**src/rtl/light_round_ctrl.sv**
```systemverilog
// -----------------------------------------------------------------------------
// light_round_ctrl
//   Round controller for a two-player light-sweep reaction game. Arbitrates
//   round-robin between player round requests, launches the light counter,
//   watches the sweep position, scores the owning player's first press and
//   escalates that player's sweep speed on every hit.
//
// Ports
//   Clock   : system clock
//   Reset   : synchronous, active-high reset
//   req     : per-player round request (level), bit i = player i
//   btn     : per-player debounced press, one-cycle pulse
//   pos     : light counter position, 5 = idle, 0..4 = sweep
//   start   : start request to the light counter (high through launch)
//   speed   : speed select of the granted player (player 0 when no round)
//   grant   : one-hot round owner, 0 when no round
//   score0  : player 0 score
//   score1  : player 1 score
//   fault   : one-cycle pulse when the light counter never left idle
//   done    : game over, sticky until Reset
//   winner  : index of the winning player, valid while done
//
// Build option
//   LRC_EARLY_PENALTY_EN : when defined, a press before the target position
//                          costs the owner one point (saturating at 0).
// -----------------------------------------------------------------------------
module light_round_ctrl #(
  parameter int unsigned TARGET    = 4,
  parameter int unsigned SCORE_W   = 4,
  parameter int unsigned WIN_SCORE = 9,
  parameter int unsigned LAUNCH_TO = 63
) (
  input  logic               Clock,
  input  logic               Reset,
  input  logic [1:0]         req,
  input  logic [1:0]         btn,
  input  logic [2:0]         pos,
  output logic               start,
  output logic [1:0]         speed,
  output logic [1:0]         grant,
  output logic [SCORE_W-1:0] score0,
  output logic [SCORE_W-1:0] score1,
  output logic               fault,
  output logic               done,
  output logic               winner
);

  localparam int unsigned CNT_W = (LAUNCH_TO < 2) ? 1 : $clog2(LAUNCH_TO);
  localparam logic [2:0]         POS_IDLE  = 3'd5;
  localparam logic [2:0]         POS_TGT   = 3'(TARGET);
  localparam logic [SCORE_W-1:0] SCORE_MAX = '1;
  localparam logic [SCORE_W-1:0] SCORE_WIN = SCORE_W'(WIN_SCORE);
  localparam logic [CNT_W-1:0]   CNT_LAST  = CNT_W'(LAUNCH_TO - 1);

  typedef enum logic [2:0] {
    S_IDLE   = 3'd0,
    S_LAUNCH = 3'd1,
    S_RUN    = 3'd2,
    S_SCORE  = 3'd3,
    S_OVER   = 3'd4
  } state_t;

  state_t             state, state_n;
  logic               start_n, fault_n, done_n, winner_n;
  logic [1:0]         grant_n;
  logic [SCORE_W-1:0] score0_n, score1_n;
  logic [1:0]         spd0, spd1, spd0_n, spd1_n;
  logic               rr, rr_n;
  logic [CNT_W-1:0]   cnt, cnt_n;
  logic               pressed, pressed_n;
  logic               hit, hit_n;
`ifdef LRC_EARLY_PENALTY_EN
  logic               early, early_n;
`endif

  // Round owner and its per-player state, selected by the one-hot grant
  logic               owner;
  logic               own_btn;
  logic [SCORE_W-1:0] own_score;
  logic [1:0]         own_spd;
  logic [SCORE_W-1:0] upd_score;
  logic [1:0]         upd_spd;

  assign owner     = grant[1];
  assign own_btn   = owner ? btn[1]  : btn[0];
  assign own_score = owner ? score1  : score0;
  assign own_spd   = owner ? spd1    : spd0;

  // Speed follows the owner; player 0's setting is shown between rounds
  assign speed = grant[1] ? spd1 : spd0;

  // Next-state and next-output logic
  always_comb begin
    state_n   = state;
    start_n   = start;
    grant_n   = grant;
    fault_n   = 1'b0;
    done_n    = done;
    winner_n  = winner;
    score0_n  = score0;
    score1_n  = score1;
    spd0_n    = spd0;
    spd1_n    = spd1;
    rr_n      = rr;
    cnt_n     = cnt;
    pressed_n = pressed;
    hit_n     = hit;
`ifdef LRC_EARLY_PENALTY_EN
    early_n   = early;
`endif
    upd_score = own_score;
    upd_spd   = own_spd;

    case (state)
      S_IDLE: begin
        if (!done && (req != 2'b00)) begin
          // Contention goes to the rr pointer; a lone requester always wins
          if (req == 2'b11) begin
            grant_n = rr ? 2'b10 : 2'b01;
          end else begin
            grant_n = req;
          end
          start_n   = 1'b1;
          cnt_n     = '0;
          pressed_n = 1'b0;
          hit_n     = 1'b0;
`ifdef LRC_EARLY_PENALTY_EN
          early_n   = 1'b0;
`endif
          state_n   = S_LAUNCH;
        end
      end

      S_LAUNCH: begin
        if (pos != POS_IDLE) begin
          start_n = 1'b0;
          state_n = S_RUN;
        end else if (cnt == CNT_LAST) begin
          // Light counter never responded: abandon the round untouched
          fault_n = 1'b1;
          grant_n = 2'b00;
          start_n = 1'b0;
          state_n = S_IDLE;
        end else begin
          cnt_n = cnt + CNT_W'(1);
        end
      end

      S_RUN: begin
        // Only the owner's first press of the round counts
        if (own_btn && !pressed) begin
          pressed_n = 1'b1;
          if (pos == POS_TGT) begin
            hit_n = 1'b1;
          end
`ifdef LRC_EARLY_PENALTY_EN
          else if (pos < POS_TGT) begin
            early_n = 1'b1;
          end
`endif
        end
        if (pos == POS_IDLE) begin
          state_n = S_SCORE;
        end
      end

      S_SCORE: begin
        if (hit) begin
          upd_score = (own_score == SCORE_MAX) ? own_score : own_score + SCORE_W'(1);
          upd_spd   = (own_spd == 2'd3) ? 2'd3 : own_spd + 2'd1;
        end else begin
          upd_spd = 2'd0;
`ifdef LRC_EARLY_PENALTY_EN
          if (early && (own_score != '0)) begin
            upd_score = own_score - SCORE_W'(1);
          end
`endif
        end

        if (owner) begin
          score1_n = upd_score;
          spd1_n   = upd_spd;
        end else begin
          score0_n = upd_score;
          spd0_n   = upd_spd;
        end

        rr_n    = ~owner;
        grant_n = 2'b00;

        if (upd_score >= SCORE_WIN) begin
          done_n   = 1'b1;
          winner_n = owner;
          state_n  = S_OVER;
        end else begin
          state_n  = S_IDLE;
        end
      end

      S_OVER: begin
        state_n = S_OVER;
      end

      default: begin
        state_n = S_IDLE;
        start_n = 1'b0;
        grant_n = 2'b00;
      end
    endcase
  end

  // State and output registers
  always_ff @(posedge Clock) begin
    if (Reset) begin
      state   <= S_IDLE;
      start   <= 1'b0;
      grant   <= 2'b00;
      fault   <= 1'b0;
      done    <= 1'b0;
      winner  <= 1'b0;
      score0  <= '0;
      score1  <= '0;
      spd0    <= 2'd0;
      spd1    <= 2'd0;
      rr      <= 1'b0;
      cnt     <= '0;
      pressed <= 1'b0;
      hit     <= 1'b0;
`ifdef LRC_EARLY_PENALTY_EN
      early   <= 1'b0;
`endif
    end else begin
      state   <= state_n;
      start   <= start_n;
      grant   <= grant_n;
      fault   <= fault_n;
      done    <= done_n;
      winner  <= winner_n;
      score0  <= score0_n;
      score1  <= score1_n;
      spd0    <= spd0_n;
      spd1    <= spd1_n;
      rr      <= rr_n;
      cnt     <= cnt_n;
      pressed <= pressed_n;
      hit     <= hit_n;
`ifdef LRC_EARLY_PENALTY_EN
      early   <= early_n;
`endif
    end
  end

endmodule

```
**config.mk**
```make
export PLATFORM = sky130hd
export DESIGN_NAME = light_round_ctrl
export DESIGN_NICKNAME = d
export VERILOG_FILES = /design/src/rtl/light_round_ctrl.sv
export SDC_FILE = /design/constraint.sdc
export NUM_CORES = 1
export LEC_CHECK = 0
export ABC_CLOCK_PERIOD_IN_PS = 2700
export CORE_UTILIZATION = 53
export CTS_CLUSTER_SIZE = 40
export DETAILED_ROUTE_END_ITERATION = 8
export PLACE_DENSITY_LB_ADDON = 0.15
export SLEW_MARGIN = 10
export SYNTH_ARGS = -nofsm -noshare
export SYNTH_HDL_FRONTEND = slang
export SYNTH_SLANG_ARGS = --single-unit
```
**constraint.sdc**
```tcl
create_clock -name Clock -period 2.7 [get_ports Clock]
set_input_delay 0.27 -clock Clock [delete_from_list [all_inputs] [get_ports Clock]]
set_output_delay 0.27 -clock Clock [all_outputs]
set_load 0.05 [all_outputs]
```
==> impl_metrics.json, run 1 <==
{
  "synth_cells": 188,
  "holdPathEnd": "start",
  "cts_tree": "done",
  "vias_per_cell": 5.78,
  "synth_top_area_share_pct": 37.3,
  "ys_ff_latch": 30,
  "core-area_mm2": 0.00283,
  "hp-start": "start",
  "final_cell_count_no_fill": 241,
  "slew_violations": 0,
  "power_w": 0.000862,
  "area_growth_pct": 17.7,
  "io_pins": 25,
  "grt_use_total_pct": 24.9,
  "netlist_area_mm2": 0.00161,
  "drc_errors": 4,
  "synth_fp_nets": 200,
  "grt_max_degree": 19,
  "reg2reg_slack_ns": 0.31,
  "numPortBuffers": 24,
  "critPathArrivalTime_ns": 2.66,
  "max_freq_mhz": 419,
  "hpwl_um": 2720,
  "cts.clk_slew.worst_paths_ns": 0.09,
  "cts.sinks": 30,
  "cts_buffers": 5,
  "async_flop_share_pct": 0,
  "drv_cap": 0,
  "synth_area_per_cell_um2": 8.57,
  "crit_fanout": 7,
  "rsz0062_at_grt": "false",
  "seqCellArea_um2": 601,
  "cp-end-kind": "register",
  "clock_path_buffers": 2,
  "min_period_ns": 2.39,
  "fillers": 241,
  "ctsHoldBuffers": 0,
  "final_core_util_pct": 67.0,
  "rows": 19,
  "clk-insertion-delay-late_ns": 0.34,
  "post-cts-setup-buffers": 0,
  "dp.cells": 235,
  "r2r_start": "grant[1]",
  "synth_largest_area_cell": "dfxtp_1",
  "drive_gt1_share_pct": 9.05,
  "dieArea_mm2": 0.00326,
  "ant_nets": 0,
  "cts.htree.levels": 2,
  "crit_start": "grant[1]",
  "whs_path_depth": 2,
  "period_share_pct": 88.4,
  "p_leak_nw": 0.662,
  "drt_first_pass_iters": 6,
  "worstPathRequired_ns": 2.97,
  "hold_violations": 0,
  "multi_input_area_um2": 931,
  "first_global_vias": 1340,
  "ys_top_cells_by_area": "dfxtp_1 (37%), a21oi_1 (5.9%), nand2_1 (5.1%), nor2_1 (4.2%), mux2i_1 (3.7%)",
  "yosys_warnings": 0,
  "cts_resized": 0,
  "initial_core_util_pct": 56.9,
  "ys.flop_type": "dfxtp_1",
  "powerDensity_mw_per_mm2": 455,
  "status": "finished, violations left",
  "die_w_um": 57.1,
  "r2r_end": "winner",
  "vias": 1392,
  "synth_edf_count": 0,
  "reg2regPathDepth": 7,
  "ys_seq_area_share_pct": 37.3,
  "grt_pass1_wl_um": 6070,
  "min_path_type": "register to register",
  "wl_um": 3700,
  "die_y_um": 57.1,
  "finalNetCount": 223,
  "wl_per_cell_um": 15.4,
  "num_antenna_cells": 0,
  "drt_iter0_drc": 46,
  "grt-ovfl-total": 0,
  "violations": "DRC",
  "setup_viol": 0,
  "cp-start-kind": "register",
  "relSlewSlack_pct": 63.0,
  "antenna_found_initial": 0,
  "whs_ns": 0.485,
  "ir_drop_mv": 0.295,
  "finalSetupTns_ns": 0,
  "synth_cell_types": 45,
  "clockRootBuffer": "clkbuf_4",
  "place.gp.congestion": 0.837,
  "path_class": "register to register",
  "worst_clock_skew_ns": 0.00946,
  "max_slew.worst_pin.slew_ns": 0.553
}
## kinds of logic (layout without fill, tap and decap cells)
group           count (synthesis)  count (layout)  share of synthesized area [%]
fa+ha+maj                       3               3                           2.33
mux                            14              14                           10.2
xor+xnor                        6               6                           3.26
simple gates                   79              79                           24.9
compound gates                 41              41                           17.2
buf+inv                        15              37                           4.89
flops                          30              30                           37.3
## critical path, stage by stage, from the launching register on
cell and delay, ns:
dfxtp_1 0.48, mux2_2 0.40, ha_1 0.26, nand4_1 0.14
nand3_1 0.13, mux2_4 0.37, o311ai_4 0.33, mux2i_1 0.21
## layout by cell type, fill, tap and decap left out, types with 2 or more instances in the layout
cell type | netlist | layout
a211oi_1 | 5 | 5
a21oi_1 | 19 | 19
a31oi_1 | 2 | 2
and2_1 | 2 | 2
and3b_1 | 3 | 3
buf_4 | 1 | 2
clkbuf_4 | 0 | 5
clkdlybuf4s50_1 | 0 | 24
dfxtp_1 | 30 | 30
ha_1 | 3 | 3
inv_1 | 5 | 5
mux2_2 | 4 | 4
mux2_4 | 3 | 3
mux2i_1 | 6 | 6
nand2_1 | 22 | 22
nand2b_1 | 7 | 7
nand3_1 | 8 | 8
nand4_1 | 2 | 2
nand4b_1 | 3 | 3
nor2_1 | 18 | 18
nor2b_1 | 2 | 2
nor3_1 | 4 | 4
o21ai_0 | 2 | 2
o21ai_1 | 4 | 4
xnor2_1 | 5 | 5
## worst max-delay path by stage
stage,endpoint,cells after the start
final,winner,7
after global routing,winner,7
after CTS,winner,7
after detailed placement,winner,7
after global placement,winner,7
after floorplan,winner,8
## cell type report
| class | count | share of cell area [%] |
|---|---|---|
| clock buffer | 6 | 2.71 |
| inverter | 5 | 0.990 |
| multi-input combinational | 143 | 49.1 |
| sequential | 30 | 31.7 |
| tap | 31 | 2.05 |
| timing repair buffer | 26 | 13.5 |
## where the power goes
group	internal, W	switching, W
Combinational	0.0000537	0.0000745
Clock	0.000117	0.000149
Sequential	0.000453	0.0000152
## per-stage QoR
stage	cell area, µm²	worst slack (ns)
2_1_floorplan	1610	0.142
3_3_place_gp	1840	0.433
3_5_place_dp	1840	0.373
4_1_cts	1900	0.324
5_1_grt	1900	0.172
6_report	1900	0.313
## routing by layer
metal  track usage (%)  wire length [µm]  up-vias
met5                 0                 0        -
met4              14.6               121        0
met3              7.94               203       13
met2              41.0              1790       47
met1              28.4              1590      629
li1                  -                 -      703
## registers in the layout, summed over array words and instances (netlist names)
signal / flops
winner: 1
hit: 1
cnt: 6
grant: 2
done: 1
fault: 1
rr: 1
start: 1
spd1: 2
state: 3
score1: 4
pressed: 1
spd0: 2
score0: 4
## Yosys cell counts, drive strengths merged, types with 2 or more instances
| master | number |
|---|---|
| and2 | 2 |
| a21oi | 19 |
| ha | 3 |
| mux2i | 7 |
| nand2 | 22 |
| or2 | 2 |
| nand4b | 3 |
| nand3 | 8 |
| nor2b | 2 |
| nor3 | 4 |
| mux2 | 7 |
| o211ai | 2 |
| clkbuf | 4 |
| buf | 6 |
| xnor2 | 5 |
| inv | 5 |
| and3b | 3 |
| a211oi | 5 |
| o21ai | 6 |
| nand2b | 7 |
| nor2 | 18 |
| a31oi | 2 |
| nand4 | 2 |
| dfxtp | 30 |
Power figures use the tool's default switching activity.
==> inputs of run 2 (changes only) <==
- ABC_AREA: default -> 1
- CORE_MARGIN: default -> 5
- CORE_UTILIZATION: 53 -> 34
==> run 2 against run 1 <==
The flow now finishes without violations. Via count is 1.9% lower. Largest power group unchanged. Critical endpoint is now speed[0]. Final area is 0.26% higher. Largest cell class unchanged. Global-route usage is 13 points lower. Register-to-register slack better by 0.33 ns. Die area is 81% higher. Routed wire length is 10% lower. Highest routed layer unchanged. Worst setup slack better by 0.12 ns.
==> impl_metrics.json, run 2 <==
{
  "yosys_warnings": 0,
  "vias_per_cell": 4.61,
  "synth_compound_area_share_pct": 16.0,
  "drc_errors": 0,
  "clockRootBuffer": "clkbuf_8",
  "placed_area_mm2": 0.00181,
  "grt-ovfl-total": 0,
  "largest_reg_flops": 6,
  "antenna_found_initial": 0,
  "ys_ff_latch": 30,
  "grt_use_total_pct": 11.8,
  "grt_pass1_wl_um": 5750,
  "cp-start-kind": "register",
  "synth_largest_area_cell": "dfxtp_1",
  "largest_register": "cnt",
  "synth_edf_count": 0,
  "synth-adder-area-share_pct": 2.47,
  "async_flop_share_pct": 0,
  "path_class": "register to output pin",
  "synth_fp_nets": 227,
  "cts.htree.levels": 2,
  "p_leak_nw": 0.795,
  "ant_nets": 0,
  "critPathArrivalTime_ns": 2.00,
  "p_int_w": 0.000780,
  "cts.sinks": 30,
  "clock_path_buffers": 2,
  "worstPathRequired_ns": 2.43,
  "hp-start": "grant[0]",
  "drv_cap": 0,
  "power_switching_share_pct": 35.0,
  "combPwrFrac_pct": 26.7,
  "yosys.area_share.simple_pct": 29.6,
  "crit_fanout": 14,
  "slowest_delay_ns": 0.80,
  "ir_drop_mv": 0.288,
  "whs_ns": 0.473,
  "ys_seq_area_share_pct": 39.6,
  "cts_resized": 0,
  "r2r_end": "winner",
  "cts_tree": "done",
  "max_freq_mhz": 441,
  "cts_buffers": 5,
  "drt_iter0_drc": 37,
  "synth_top_family_by_area": "simple AND/OR/NAND/NOR gates",
  "synth_cell_types": 31,
  "netlist_top_cells_count": "nand2_1 (43), inv_1 (36), dfxtp_1 (30), nor2_1 (24), a21oi_1 (15)",
  "mostFrequentLayoutCells": "nand2_1 (43), inv_1 (36), dfxtp_1 (30)",
  "netlist_area_mm2": 0.00152,
  "cts.clk_slew.worst_paths_ns": 0.07,
  "powerDensity_mw_per_mm2": 631,
  "die_w_um": 76.8,
  "worst_clock_skew_ns": 0.00634,
  "relSlewSlack_pct": 50.3,
  "r2r_start": "grant[1]",
  "pre_cts_ws_ns": 0.670,
  "grt_max_degree": 17,
  "reg2regPathDepth": 9,
  "setup_viol": 0,
  "place.gp.congestion": 0.823,
  "reg2reg_slack_ns": 0.64,
  "whs_path_depth": 2,
  "wl_per_cell_um": 11.2,
  "slew_violations": 0,
  "synth_cells": 215,
  "p_clk_share_pct": 31.5,
  "core-area_mm2": 0.00435,
  "numPortBuffers": 24,
  "max_slew.worst_pin.slew_ns": 0.743,
  "p_sw_w": 0.000420,
  "vias": 1366,
  "synth_top_area_share_pct": 39.6,
  "period_share_pct": 84.1,
  "cp-end-kind": "output pin",
  "ys.flop_type": "dfxtp_1",
  "status": "finished clean",
  "post-cts-setup-buffers": 0,
  "synthXorXnorAreaFrac_pct": 1.15,
  "crit_slowest_cell": "clkdlybuf4s50_1",
  "die_y_um": 76.8,
  "fin_ws_ns": 0.430,
  "rsz0062_at_grt": "false",
  "drive_gt1_share_pct": 8.20,
  "p_seq_share_pct": 41.8,
  "finalNetCount": 255,
  "wl_um": 3330,
  "holdPathEnd": "grant[0]",
  "top_regs": "cnt (6), score0 (4), score1 (4)",
  "num_antenna_cells": 0,
  "clk-insertion-delay-late_ns": 0.28,
  "yosysMostFrequentCell": "nand2_1",
  "min_path_type": "register to register",
  "first_global_vias": 1321,
  "design_area_mm2": 0.00190,
  "dieArea_mm2": 0.00590,
  "finalSetupTns_ns": 0,
  "ys_top_cells_by_area": "dfxtp_1 (40%), nand2_1 (11%), inv_1 (8.9%), nor2_1 (5.9%), a21oi_1 (4.9%)",
  "hold_violations": 0,
  "ctsHoldBuffers": 0,
  "crit_start": "grant[1]",
  "min_period_ns": 2.27,
  "synth.area.mux_share_pct": 0.660,
  "rows": 24,
  "initial_core_util_pct": 34.9,
  "drt_first_pass_iters": 4,
  "synth_area_per_cell_um2": 7.06,
  "path_cells": "o21ai_0 > inv_1 > clkdlybuf4s50_1",
  "area_growth_pct": 25.2,
  "io_pins": 25,
  "layout_commonest_cell": "nand2_1",
  "fillers": 444,
  "hpwl_um": 2510
}
run 2: worst max-delay path: cells and delay by family, from the launching register on:
kind	cells	cell delay [ns]
buffers and inverters	2	0.89
AO/OA/AOI/OAI	1	0.20
flip-flops	1	0.63
run 2: power groups by stage:
stage               Sequential [W]  Clock (W)  Combinational [W]
floorplan                 0.000538          0           0.000206
detailed placement        0.000512          0           0.000320
global route              0.000507   0.000407           0.000358
finish                    0.000502   0.000377           0.000321
CTS                       0.000502   0.000388           0.000322
global placement          0.000512          0           0.000322
run 2: how the worst max path moves through the flow:
stage	endpoint	slack [ns]	cells past startpoint
after detailed placement	winner	0.67	9
after global routing	speed[0]	0.31	3
after floorplan	winner	0.58	10
after CTS	speed[0]	0.42	3
after global placement	winner	0.74	9
final	speed[0]	0.43	3
run 2: per-stage QoR:
step                util (%)  instances  total power, W
finish                  43.6        296         0.00120
global route            43.6        296         0.00127
CTS                     43.6        296         0.00121
detailed placement      41.5        288        0.000832
global placement        41.5        288        0.000835
floorplan                  -        215        0.000744
run 2: final cells by class:
| cell class | instances | area, µm² | share of cell area [%] |
|---|---|---|---|
| clock inverter | 2 | 12.5 | 0.658 |
| sequential | 30 | 601 | 31.6 |
| multi-input combinational | 145 | 757 | 39.8 |
| tap | 52 | 65.1 | 3.42 |
| timing repair buffer | 25 | 248 | 13.0 |
| inverter | 36 | 135 | 7.11 |
| clock buffer | 6 | 82.6 | 4.34 |
run 2: routing by layer:
layer	GRT usage [%]	routed length, µm	vias up
met2	18.5	1450	22
met1	14.7	1670	587
met4	5.24	59	0
met3	3.63	147	7
li1	-	-	750
met5	0	0	-
run 2: cell families after synthesis:
kind of cell,Yosys count
multiplexers,1
adder cells (fa/ha/maj),3
AND/OR/NAND/NOR,96
AO/OA/AOI/OAI,43
XOR/XNOR,2
buffers and inverters,40
flip-flops,30
==> inputs of run 3 (changes only) <==
- ABC_CLOCK_PERIOD_IN_PS: 2700 -> 1900
- clock period: 2.7 -> 1.9 ns (I/O delays scaled with it)
==> run 3 against run 2 <==
Sequential share of layout area decreased by 0.60 points. Count of clock-buffer cells in the layout is 1 lower. Via count grew 1.8%. Combinational power rose by 50%. Die area did not move.
==> impl_metrics.json, run 3 (synthesis gave the netlist of run 2 again) <==
{
  "status": "finished clean",
  "critPathArrivalTime_ns": 1.89,
  "drive_gt1_share_pct": 11.7,
  "rows": 24,
  "crit_slowest_cell": "dfxtp_4",
  "initial_core_util_pct": 34.9,
  "die_y_um": 76.8,
  "mostFrequentLayoutCells": "nand2_1 (43), inv_1 (36), dfxtp_1 (29)",
  "r2r_start": "grant[1]",
  "grtUsageMet2_pct": 17.8,
  "power_w": 0.00183,
  "vias": 1390,
  "crit_fanout": 7,
  "placed_area_mm2": 0.00183,
  "critPathBufInv": 1,
  "cp_top_family": "flip-flops",
  "first_global_vias": 1296,
  "relSlewSlack_pct": 66.5,
  "ctsHoldBuffers": 0,
  "dp.cells": 291,
  "antenna_found_initial": 0,
  "setup_viol": 0,
  "clock_path_buffers": 2,
  "grt_max_degree": 12,
  "path_class": "register to register",
  "grt-ovfl-total": 0,
  "slew_violations": 0,
  "min_period_ns": 1.71,
  "hp-start": "done",
  "max_slew.worst_pin.slew_ns": 0.500,
  "core-area_mm2": 0.00435,
  "top_regs": "cnt (6), score0 (4), score1 (4)",
  "hold_violations": 0,
  "whs_ns": 0.468,
  "cp-end-kind": "register",
  "worst_clock_skew_ns": 0.00397,
  "fillers": 443,
  "cts.sinks": 30,
  "hpwl_um": 2630,
  "cts_buffers": 5,
  "grt_pass1_wl_um": 5800,
  "slowest_delay_ns": 0.37,
  "die_w_um": 76.8,
  "period_share_pct": 90.2,
  "numPortBuffers": 24,
  "path_cells": "o21ai_2 > inv_1 > ha_1 > nand2_1 > mux2i_2 > nand3_2 > a21oi_1 > nor2_1",
  "largest_reg_flops": 6,
  "reg2regPathDepth": 8,
  "p_leak_nw": 0.837,
  "dieArea_mm2": 0.00590,
  "wl_um": 3420,
  "design_area_mm2": 0.00195,
  "clk-insertion-delay-late_ns": 0.28,
  "met1_usage_pct": 16.3,
  "largest_register": "cnt",
  "worstPathRequired_ns": 2.08,
  "grt_use_total_pct": 12.0,
  "drc_errors": 0,
  "powerDensity_mw_per_mm2": 937,
  "wl_per_cell_um": 11.4,
  "drt_first_pass_iters": 4,
  "drt_iter0_drc": 84,
  "cts.clk_slew.worst_paths_ns": 0.07,
  "r2r_end": "winner",
  "final_core_util_pct": 44.8,
  "finalNetCount": 258,
  "max_freq_mhz": 584,
  "cts_tree": "done",
  "post-cts-setup-buffers": 0,
  "cts.htree.levels": 2,
  "min_path_type": "register to register",
  "area_growth_pct": 28.4,
  "place.gp.congestion": 0.849,
  "num_antenna_cells": 0,
  "holdPathEnd": "done",
  "grt.busiest_layer": "met2",
  "io_pins": 25,
  "layout_commonest_cell": "nand2_1",
  "ant_nets": 0,
  "reg2reg_slack_ns": 0.19,
  "drv_cap": 0,
  "clockRootBuffer": "clkbuf_8",
  "met3_usage_pct": 3.63,
  "ir_drop_mv": 0.457,
  "vias_per_cell": 4.65,
  "whs_path_depth": 2,
  "cp-start-kind": "register",
  "final_cell_count_no_fill": 299
}
[run 3: changes by cell type in the layout (fill, tap and decap cells not counted), sizes merged]
cell and delta:
buf +5, bufinv +1, clkbuf -1, clkdlybuf4s50 -3, clkinv +1, clkinvlp -1, dlymetal6s2s +1
[run 3: worst max-delay path by stage]
stage | from | end | cells after the start | slack [ns]
floorplan | score1[0] | winner | 10 | 0.03
global placement | grant[1] | state[2] | 8 | 0.08
detailed placement | grant[1] | state[2] | 8 | 0.09
CTS | grant[1] | grant[1] | 2 | 0.03
global route | grant[1] | winner | 11 | -0.002
finish | grant[1] | winner | 8 | 0.19
[run 3: repair_timing]
action / in CTS / in global routing
resized for setup: 0 / 4
endpoints found under the setup margin: 0 / 3
hold endpoints to repair: 0 / 0
[run 3: through the flow]
stage	setup slack [ns]	setup TNS [ns]
global placement	0.0777	0
detailed placement	0.0853	0
finish	0.186	0
CTS	0.0262	0
floorplan	0.0283	0
global route	-0.00179	-0.00179
[run 3: where the power goes]
group	total (W)	switching, W	internal (W)
clock network	0.000636	0.000251	0.000385
registers	0.000708	0.0000381	0.000670
logic	0.000482	0.000324	0.000158
[run 3: routing by layer]
layer	part of all wire (%)	vias to the layer above	routed length, µm
li1	-	758	-
met1	52	604	1790
met2	43	23	1460
met3	3.5	5	119
met4	1.7	0	57
met5	0	-	0
[run 3: layout make-up]
type / count / area (µm²) / share of cell area, %
inverters: 36 / 135 / 6.93
multi-input cells: 145 / 768 / 39.4
clock inverters: 3 / 40.0 / 2.05
clock buffers: 5 / 68.8 / 3.53
well taps: 52 / 65.1 / 3.34
repair buffers: 28 / 268 / 13.7
flip-flops and latches: 30 / 604 / 31.0
[run 3: worst reg2reg max path: cells and delay by family, from the launching register on]
kind / cells / cell delay (ns)
simple gates: 3 / 0.31
flops: 1 / 0.37
compound gates: 2 / 0.34
buf+inv: 1 / 0.08
mux: 1 / 0.29
fa+ha+maj: 1 / 0.22
